`config.mk`:
```
export PLATFORM = sky130hd
export DESIGN_NAME = vram_arbiter
export DESIGN_NICKNAME = d
export VERILOG_FILES = /design/src/rtl/vram_arbiter.sv
export SDC_FILE = /design/constraint.sdc
export NUM_CORES = 1
export LEC_CHECK = 0
export CAP_MARGIN = 25
export CELL_PAD_IN_SITES_DETAIL_PLACEMENT = 0
export CELL_PAD_IN_SITES_GLOBAL_PLACEMENT = 1
export CORE_MARGIN = 4
export CORE_UTILIZATION = 48
export CTS_CLUSTER_DIAMETER = 50
export CTS_CLUSTER_SIZE = 16
export DETAILED_ROUTE_END_ITERATION = 8
export DONT_BUFFER_PORTS = 1
export PLACE_DENSITY_LB_ADDON = 0.08
export SLEW_MARGIN = 20
export SYNTH_ARGS = -nofsm -noshare
export SYNTH_HDL_FRONTEND = slang
export SYNTH_SLANG_ARGS = --single-unit
```
`constraint.sdc`:
```
create_clock -name clock_25_mhz -period 2.5 [get_ports clock_25_mhz]
set_input_delay 0 -clock clock_25_mhz [delete_from_list [all_inputs] [get_ports clock_25_mhz]]
set_output_delay 0 -clock clock_25_mhz [all_outputs]
set_load 0.02 [all_outputs]
```
`src/rtl/vram_arbiter.sv`:
```
// vram_arbiter: shares one single-port VRAM between display reads (always win) and a queued writer drained in blanking.
// Define VRAM_ARB_ACTIVE_WRITE_EN to also drain writes during active video on idle cycles.
module vram_arbiter #(
  parameter int ADDR_W   = 12,
  parameter int DATA_W   = 8,
  parameter int H_ACTIVE = 640,
  parameter int V_ACTIVE = 480,
  parameter int QDEPTH   = 4
) (
  input  logic                      clock_25_mhz,
  input  logic                      reset,
  input  logic [9:0]                hcount,
  input  logic [9:0]                vcount,
  input  logic                      disp_req,
  input  logic [ADDR_W-1:0]         disp_addr,
  output logic                      disp_valid,
  output logic [DATA_W-1:0]         disp_data,
  input  logic                      wr_valid,
  input  logic [ADDR_W-1:0]         wr_addr,
  input  logic [DATA_W-1:0]         wr_data,
  output logic                      wr_ready,
  output logic [$clog2(QDEPTH):0]   q_level,
  output logic                      ram_en,
  output logic                      ram_we,
  output logic [ADDR_W-1:0]         ram_addr,
  output logic [DATA_W-1:0]         ram_wdata,
  input  logic [DATA_W-1:0]         ram_rdata
);
  localparam int PW = $clog2(QDEPTH);
  localparam logic [9:0] HA = 10'(H_ACTIVE);
  localparam logic [9:0] VA = 10'(V_ACTIVE);
`ifdef VRAM_ARB_ACTIVE_WRITE_EN
  localparam bit ACT_WR = 1'b1;
`else
  localparam bit ACT_WR = 1'b0;
`endif
  typedef enum logic [1:0] {IDLE, RD, WR} state_t;
  state_t state_q, state_d;
  logic [ADDR_W-1:0] qa [QDEPTH];
  logic [DATA_W-1:0] qd [QDEPTH];
  logic [PW-1:0] wp_q, rp_q;
  logic [PW:0] cnt_q, cnt_d;
  logic rdy_q, vld_q, blank, push, pop;
  logic [ADDR_W-1:0] addr_q, addr_d;
  logic [DATA_W-1:0] wd_q, wd_d;
  assign blank = (hcount >= HA) || (vcount >= VA);
  assign push = wr_valid && rdy_q;
  assign pop = state_d == WR;
  always_comb begin
    state_d = disp_req ? RD : ((blank || ACT_WR) && cnt_q != '0) ? WR : IDLE;
    addr_d = state_d == RD ? disp_addr : state_d == WR ? qa[rp_q] : addr_q;
    wd_d = state_d == WR ? qd[rp_q] : wd_q;
    cnt_d = cnt_q + (PW+1)'(push) - (PW+1)'(pop);
  end
  always_ff @(posedge clock_25_mhz or posedge reset) begin
    if (reset) begin
      state_q <= IDLE;
      cnt_q <= '0;
      wp_q <= '0;
      rp_q <= '0;
      rdy_q <= 1'b0;
      vld_q <= 1'b0;
      addr_q <= '0;
      wd_q <= '0;
    end else begin
      state_q <= state_d;
      cnt_q <= cnt_d;
      wp_q <= wp_q + PW'(push);
      rp_q <= rp_q + PW'(pop);
      rdy_q <= cnt_d != (PW+1)'(QDEPTH);
      vld_q <= state_q == RD;
      addr_q <= addr_d;
      wd_q <= wd_d;
    end
  end
  // Queue storage needs no reset; pointers and count define what is valid.
  always_ff @(posedge clock_25_mhz) begin
    if (push) begin
      qa[wp_q] <= wr_addr;
      qd[wp_q] <= wr_data;
    end
  end
  assign ram_en = state_q != IDLE;
  assign ram_we = state_q == WR;
  assign ram_addr = addr_q;
  assign ram_wdata = wd_q;
  assign disp_valid = vld_q;
  assign disp_data = ram_rdata;
  assign wr_ready = rdy_q;
  assign q_level = cnt_q;
endmodule

```
==> flow_metrics.env, run 1 <==
export IMPL_syn_to_final_growth_pct=17.5
export IMPL_yosys_area_top_type_share_pct=55.2
export IMPL_grt_remaining_overflow=0
export IMPL_crit_start="q_level[2]"
export IMPL_setup_viol=0
export IMPL_placed_cell_area_um2=4550
export IMPL_crit_fanout=3
export IMPL_design_area_um2=5110
export IMPL_place_inst=322
export IMPL_status="complete, no violations"
export IMPL_worstMarginPinSlew_ps=697
export IMPL_routed_via_density=5.45
export IMPL_clock_skew_ps=8.72
export IMPL_fin_nets=330
export IMPL_io_pins=99
export IMPL_drt_pass1_iterations=4
export IMPL_min_period_over_period_pct=93.1
export IMPL_timing_slew_headroom_pct=53.5
export IMPL_hold_viol_final=0
export IMPL_cts_buffer_depth=2
export IMPL_die_area_um2=10700
export IMPL_ir_drop_v=0.000445
export IMPL_drc=0
export IMPL_cts_buffers=9
export IMPL_crit_type="reg -> reg"
export IMPL_antenna_found_initial=0
export IMPL_synth_distinct_cells=28
export IMPL_cp_slowest_cell="dfrtp_2"
export IMPL_crit_chain="nor3_1 -> buf_4 -> a311oi_4 -> ha_1 -> inv_1 -> ha_1 -> fa_1 -> xnor2_1 -> xnor2_1 -> nand2_1"
export IMPL_clk_insertion_delay_late_ps=360
export IMPL_clock_sinks=111
export IMPL_hpwlAfterDp_mm=5.10
export IMPL_drive_above_1_share_pct=33.8
export IMPL_synth_area_per_cell_um2=20.7
export IMPL_cts_setup_buffers=0
export IMPL_grt_pass1_vias=2226
export IMPL_power_leakage_nw=1.83
export IMPL_slowest_delay_ps=480
export IMPL_yosysTopAreaCell="edfxtp_1"
export IMPL_synth_net_count=279
export IMPL_ys_seq_area_share_pct=73.1
export IMPL_cp_arrival_ps=2570
export IMPL_vias=2040
export IMPL_wire_per_inst_um=20.3
export IMPL_cts_tree="yes"
export IMPL_hold_class="in -> out"
export IMPL_fillers=664
export IMPL_portBuffers=0
export IMPL_reg2reg_from="q_level[2]"
export IMPL_fmax_mhz=430
export IMPL_min_from="ram_rdata[2]"
export IMPL_cts_root_buffer="clkbuf_8"
export IMPL_p_per_area_nw_per_um2=1070
export IMPL_critPathLaunchType="flop"
export IMPL_grt_setup_unrepaired="no"
export IMPL_wl_mm=7.58
export IMPL_ys_top_cells_by_area="edfxtp_1 55%, dfrtp_1 18%, mux4_2 9.8%, mux2_2 8.0%, buf_4 1.6%"
export IMPL_diodes=0
export IMPL_critical_path_top_delay_family="adder cells"
export IMPL_rows=34
export IMPL_grtUsageTotal_pct=15.1
export IMPL_whs_ps=0.00886
export IMPL_cp_num_buf_inv=2
export IMPL_synth_seq_cells=111
export IMPL_final_cells=374
export IMPL_start_util_pct=49.6
export IMPL_cap_violations=0
export IMPL_drtAntennaViolNets=0
export IMPL_cts_htree_levels=3
export IMPL_syn_cell_area_um2=4350
export IMPL_tns_ps=0
export IMPL_ys_warn_count=0
export IMPL_fp_dieW_um=103
export IMPL_die_y_um=103
export IMPL_slew_violations=0
export IMPL_gp_congestion=0.757
export IMPL_netlist_instances=210
export IMPL_fin_crit_ps=2330
export IMPL_core_area_um2=8760
export IMPL_cts_clk_slew_worst_paths_ps=100
export IMPL_grt_start_max_net_pins=20
export IMPL_final_util_pct=58.3
export IMPL_drt_iter0_drc=74
export IMPL_crit_path_end_kind="flop"
export IMPL_critPathRequiredTime_ps=2750
export IMPL_grt_pass1_wl_mm=11.7
==> area by class of cell <==
cell class / count / area [um2] / share of cell area, %
Inverter: 7 / 26.3 / 0.514
Tap cell: 108 / 135 / 2.64
Clock buffer: 9 / 124 / 2.42
Timing Repair Buffer: 54 / 495 / 9.70
Multi-Input combinational cell: 78 / 1070 / 21.0
Clock inverter: 7 / 78.8 / 1.54
Sequential cell: 111 / 3180 / 62.2
==> per-stage QoR <==
step / total power [mW] / worst slack (ps)
floorplan: 4.01 / 48.7
global placement: 4.36 / 240
detailed placement: 4.45 / 117
CTS: 5.58 / 89.5
global route: 5.80 / 26.7
finish: 5.49 / 172
==> timing repair <==
item / CTS / global route
hold buffers: 36 / 0
hold endpoints to repair: 110 / 0
setup endpoints to repair: 0 / 1
gates resized for setup: 0 / 1
==> kinds of logic after synthesis <==
| family | after synthesis | synth area share, % |
|---|---|---|
| adders and majority gates | 5 | 1.61 |
| and+or+nand+nor | 13 | 1.64 |
| buffers and inverters | 21 | 2.96 |
| muxes | 52 | 18.8 |
| AOI/OAI and AO/OA | 4 | 1.12 |
| xor gates and xnor gates | 4 | 0.805 |
| DFF | 111 | 73.1 |
==> report_power, final <==
part	switching (mW)	total [mW]	internal, mW
clock	0.598	1.07	0.476
combinational	0.667	1.48	0.810
sequential	0.460	2.94	2.48
==> layer usage <==
layer | routed length [um] | share of wire (%) | track usage, % | vias up
li1 | - | - | - | 918
met1 | 3040 | 40 | 18.7 | 1033
met2 | 3790 | 50 | 25.0 | 71
met3 | 604 | 8.0 | 4.83 | 18
met4 | 138 | 1.8 | 5.68 | 0
met5 | 0 | 0 | 0 | -
==> worst paths after layout <==
| check | end | slack [ps] | cells after the start |
|---|---|---|---|
| max in group asynchronous | ram_addr[11] | 1620 | 3 |
| min reg2reg | disp_valid | 450 | 1 |
| min | disp_data[2] | 0.009 | 0 |
| max reg2reg | wr_ready | 170 | 10 |
| min in group asynchronous | q_level[0] | 190 | 2 |
| max | wr_ready | 170 | 10 |
==> Yosys cell counts (all sizes together) <==
cell type	n
mux4	20
nor3	2
buf	13
xor2	2
nand2	2
a311oi	2
mux2	32
clkbuf	1
and3	1
dfrtp	31
o21ai	1
nor2b	2
edfxtp	80
or2	1
inv	7
a32oi	1
nor3b	2
nor2	2
nand4	1
xnor2	2
fa	1
ha	4
==> worst reg2reg max path: cells and delay by family, from the launching register on <==
family / cells / cell delay (ps)
adder cells (fa/ha/maj): 3 / 850
flip-flops: 1 / 480
XOR/XNOR: 2 / 360
AND/OR/NAND/NOR: 2 / 270
buffers and inverters: 2 / 210
AO/OA/AOI/OAI: 1 / 50
==> cells in the final DEF, fill, tap and decap left out, types with 4 or more instances in the layout <==
master	Yosys	routed
buf_4	9	18
clkbuf_8	0	9
dfrtp_1	31	30
dlygate4sd3_1	0	36
edfxtp_1	80	80
ha_1	4	4
inv_1	7	7
mux2_2	31	31
mux4_2	19	19
==> registers in the layout, indices dropped and copies added, names as in the netlist, 2 cells and up <==
register / cells
qa: 48
qd: 32
ram_addr: 12
ram_wdata: 8
q_level: 3
rp_q: 2
state_q: 2
wp_q: 2
Power figures use the tool's default switching activity.
==> inputs of run 2 (changes only) <==
--- a/config.mk
+++ b/config.mk
@@ -14,6 +14,7 @@
 export CTS_CLUSTER_SIZE = 16
 export DETAILED_ROUTE_END_ITERATION = 8
 export DONT_BUFFER_PORTS = 1
+export MAX_ROUTING_LAYER = met4
 export PLACE_DENSITY_LB_ADDON = 0.08
 export SLEW_MARGIN = 20
 export SYNTH_ARGS = -nofsm -noshare
==> run 2 against run 1 <==
Compared with the run above: via count shrank 0.49%; non-clock buffer count is the same; clock-buffer cell count is the same; combinational power is essentially flat; critical path depth is the same; clock power is essentially flat; wire length shrank 0.20%; worst hold slack is the same; sequential share of layout area is the same; design area is the same; sequential power is essentially flat; critical endpoint unchanged; largest cell class unchanged; largest power group unchanged; highest routed layer unchanged.
==> flow_metrics.env, run 2 (synthesis results as in run 1) <==
export IMPL_ir_drop_v=0.000444
export IMPL_grt_pass1_wl_mm=11.7
export IMPL_hold_viol_final=0
export IMPL_drc=0
export IMPL_timing_slew_headroom_pct=53.3
export IMPL_die_area_um2=10700
export IMPL_grt_start_max_net_pins=20
export IMPL_drive_above_1_share_pct=33.8
export IMPL_start_util_pct=49.6
export IMPL_routed_via_density=5.43
export IMPL_placed_cell_area_um2=4550
export IMPL_fin_crit_ps=2330
export IMPL_fillers=664
export IMPL_wl_mm=7.56
export IMPL_hold_class="in -> out"
export IMPL_portBuffers=0
export IMPL_cts_root_buffer="clkbuf_8"
export IMPL_die_y_um=103
export IMPL_clock_skew_ps=8.67
export IMPL_fmax_mhz=430
export IMPL_clock_sinks=111
export IMPL_whs_ps=0.00886
export IMPL_grt_busiest_layer="met2"
export IMPL_io_pins=99
export IMPL_cts_tree="yes"
export IMPL_cap_violations=0
export IMPL_use_met1_pct=18.7
export IMPL_power_leakage_nw=1.83
export IMPL_core_area_um2=8760
export IMPL_cp_arrival_ps=2570
export IMPL_critPathLaunchType="flop"
export IMPL_mostFrequentLayoutCells="80 x edfxtp_1, 36 x dlygate4sd3_1, 31 x mux2_2"
export IMPL_tns_ps=0
export IMPL_antenna_found_initial=0
export IMPL_pre_cts_ws_ps=117
export IMPL_largest_reg_flops=48
export IMPL_drt_iter0_drc=65
export IMPL_fin_nets=330
export IMPL_crit_path_end_kind="flop"
export IMPL_setup_ws_ps=173
export IMPL_vias=2030
export IMPL_min_period_over_period_pct=93.1
export IMPL_hpwlAfterDp_mm=5.10
export IMPL_critPathRequiredTime_ps=2750
export IMPL_syn_to_final_growth_pct=17.5
export IMPL_grt_setup_unrepaired="no"
export IMPL_crit_type="reg -> reg"
export IMPL_grt_util_met2_pct=25.0
export IMPL_status="complete, no violations"
export IMPL_design_area_um2=5110
export IMPL_drtAntennaViolNets=0
export IMPL_fp_dieW_um=103
export IMPL_grt_remaining_overflow=0
export IMPL_final_common_cell="edfxtp_1"
export IMPL_cts_buffers=9
export IMPL_p_total_mw=5.49
export IMPL_use_met3_pct=4.69
export IMPL_cts_setup_buffers=0
export IMPL_wire_per_inst_um=20.2
export IMPL_slew_violations=0
export IMPL_grtUsageTotal_pct=15.5
export IMPL_drt_pass1_iterations=4
export IMPL_cts_htree_levels=3
export IMPL_gp_congestion=0.767
export IMPL_diodes=0
export IMPL_grt_pass1_vias=2231
export IMPL_largest_register="qa"
export IMPL_rows=34
export IMPL_cts_buffer_depth=2
export IMPL_clk_insertion_delay_late_ps=360
export IMPL_cts_clk_slew_worst_paths_ps=100
export IMPL_worstMarginPinSlew_ps=700
export IMPL_setup_viol=0
export IMPL_p_per_area_nw_per_um2=1070
export IMPL_crit_fanout=3
## run 2: cell counts in the layout (fill, tap and decap cells not counted)
No cell type changed its count.
## run 2: metal layers
metal	vias up	part of all wire [%]
li1	916	-
met1	1031	40
met2	66	51
met3	17	7.7
met4	0	1.5
met5	-	0
## run 2: final timing paths
| kind | from | endpoint | slack, ps | cells past startpoint |
|---|---|---|---|---|
| worst max-delay path | q_level[2] | wr_ready | 170 | 10 |
| worst min-delay path | ram_rdata[2] | disp_data[2] | 0.009 | 0 |
| worst max register to register | q_level[2] | wr_ready | 170 | 10 |
| worst min register to register | state_q[1] | disp_valid | 450 | 1 |
| max in group asynchronous | reset | ram_addr[11] | 1620 | 3 |
| min in group asynchronous | reset | q_level[0] | 180 | 2 |
## run 2: power breakdown
part	switching, mW	internal, mW
Clock	0.597	0.476
Sequential	0.460	2.48
Combinational	0.666	0.810
Total	1.72	3.77
## run 2: repair_timing
| action | in CTS | in global routing |
|---|---|---|
| hold buffers | 36 | 0 |
| endpoints found under the hold margin | 110 | 0 |
| gates resized for setup | 0 | 1 |
| setup endpoints to repair | 0 | 1 |
## run 2: critical path, cell delays in order, from the launching register on
cell and delay (ps):
dfrtp_2 480, nor3_1 190, buf_4 170, a311oi_4 50, ha_1 300, inv_1 40
ha_1 180, fa_1 370, xnor2_1 150, xnor2_1 210, nand2_1 80
## run 2: per-stage QoR
stage                     cells  utilization (%)
after floorplan             210                -
after global placement      322             51.9
after detailed placement    322             51.9
after CTS                   374             58.3
after global routing        374             58.3
final                       374             58.3
## run 2: cell type report
type,count,area (um2),area share (%)
clock inverters,7,78.8,1.54
inverters,7,26.3,0.514
repair buffers,54,495,9.70
well taps,108,135,2.64
clock buffers,9,124,2.42
multi-input cells,78,1070,21.0
flip-flops and latches,111,3180,62.2
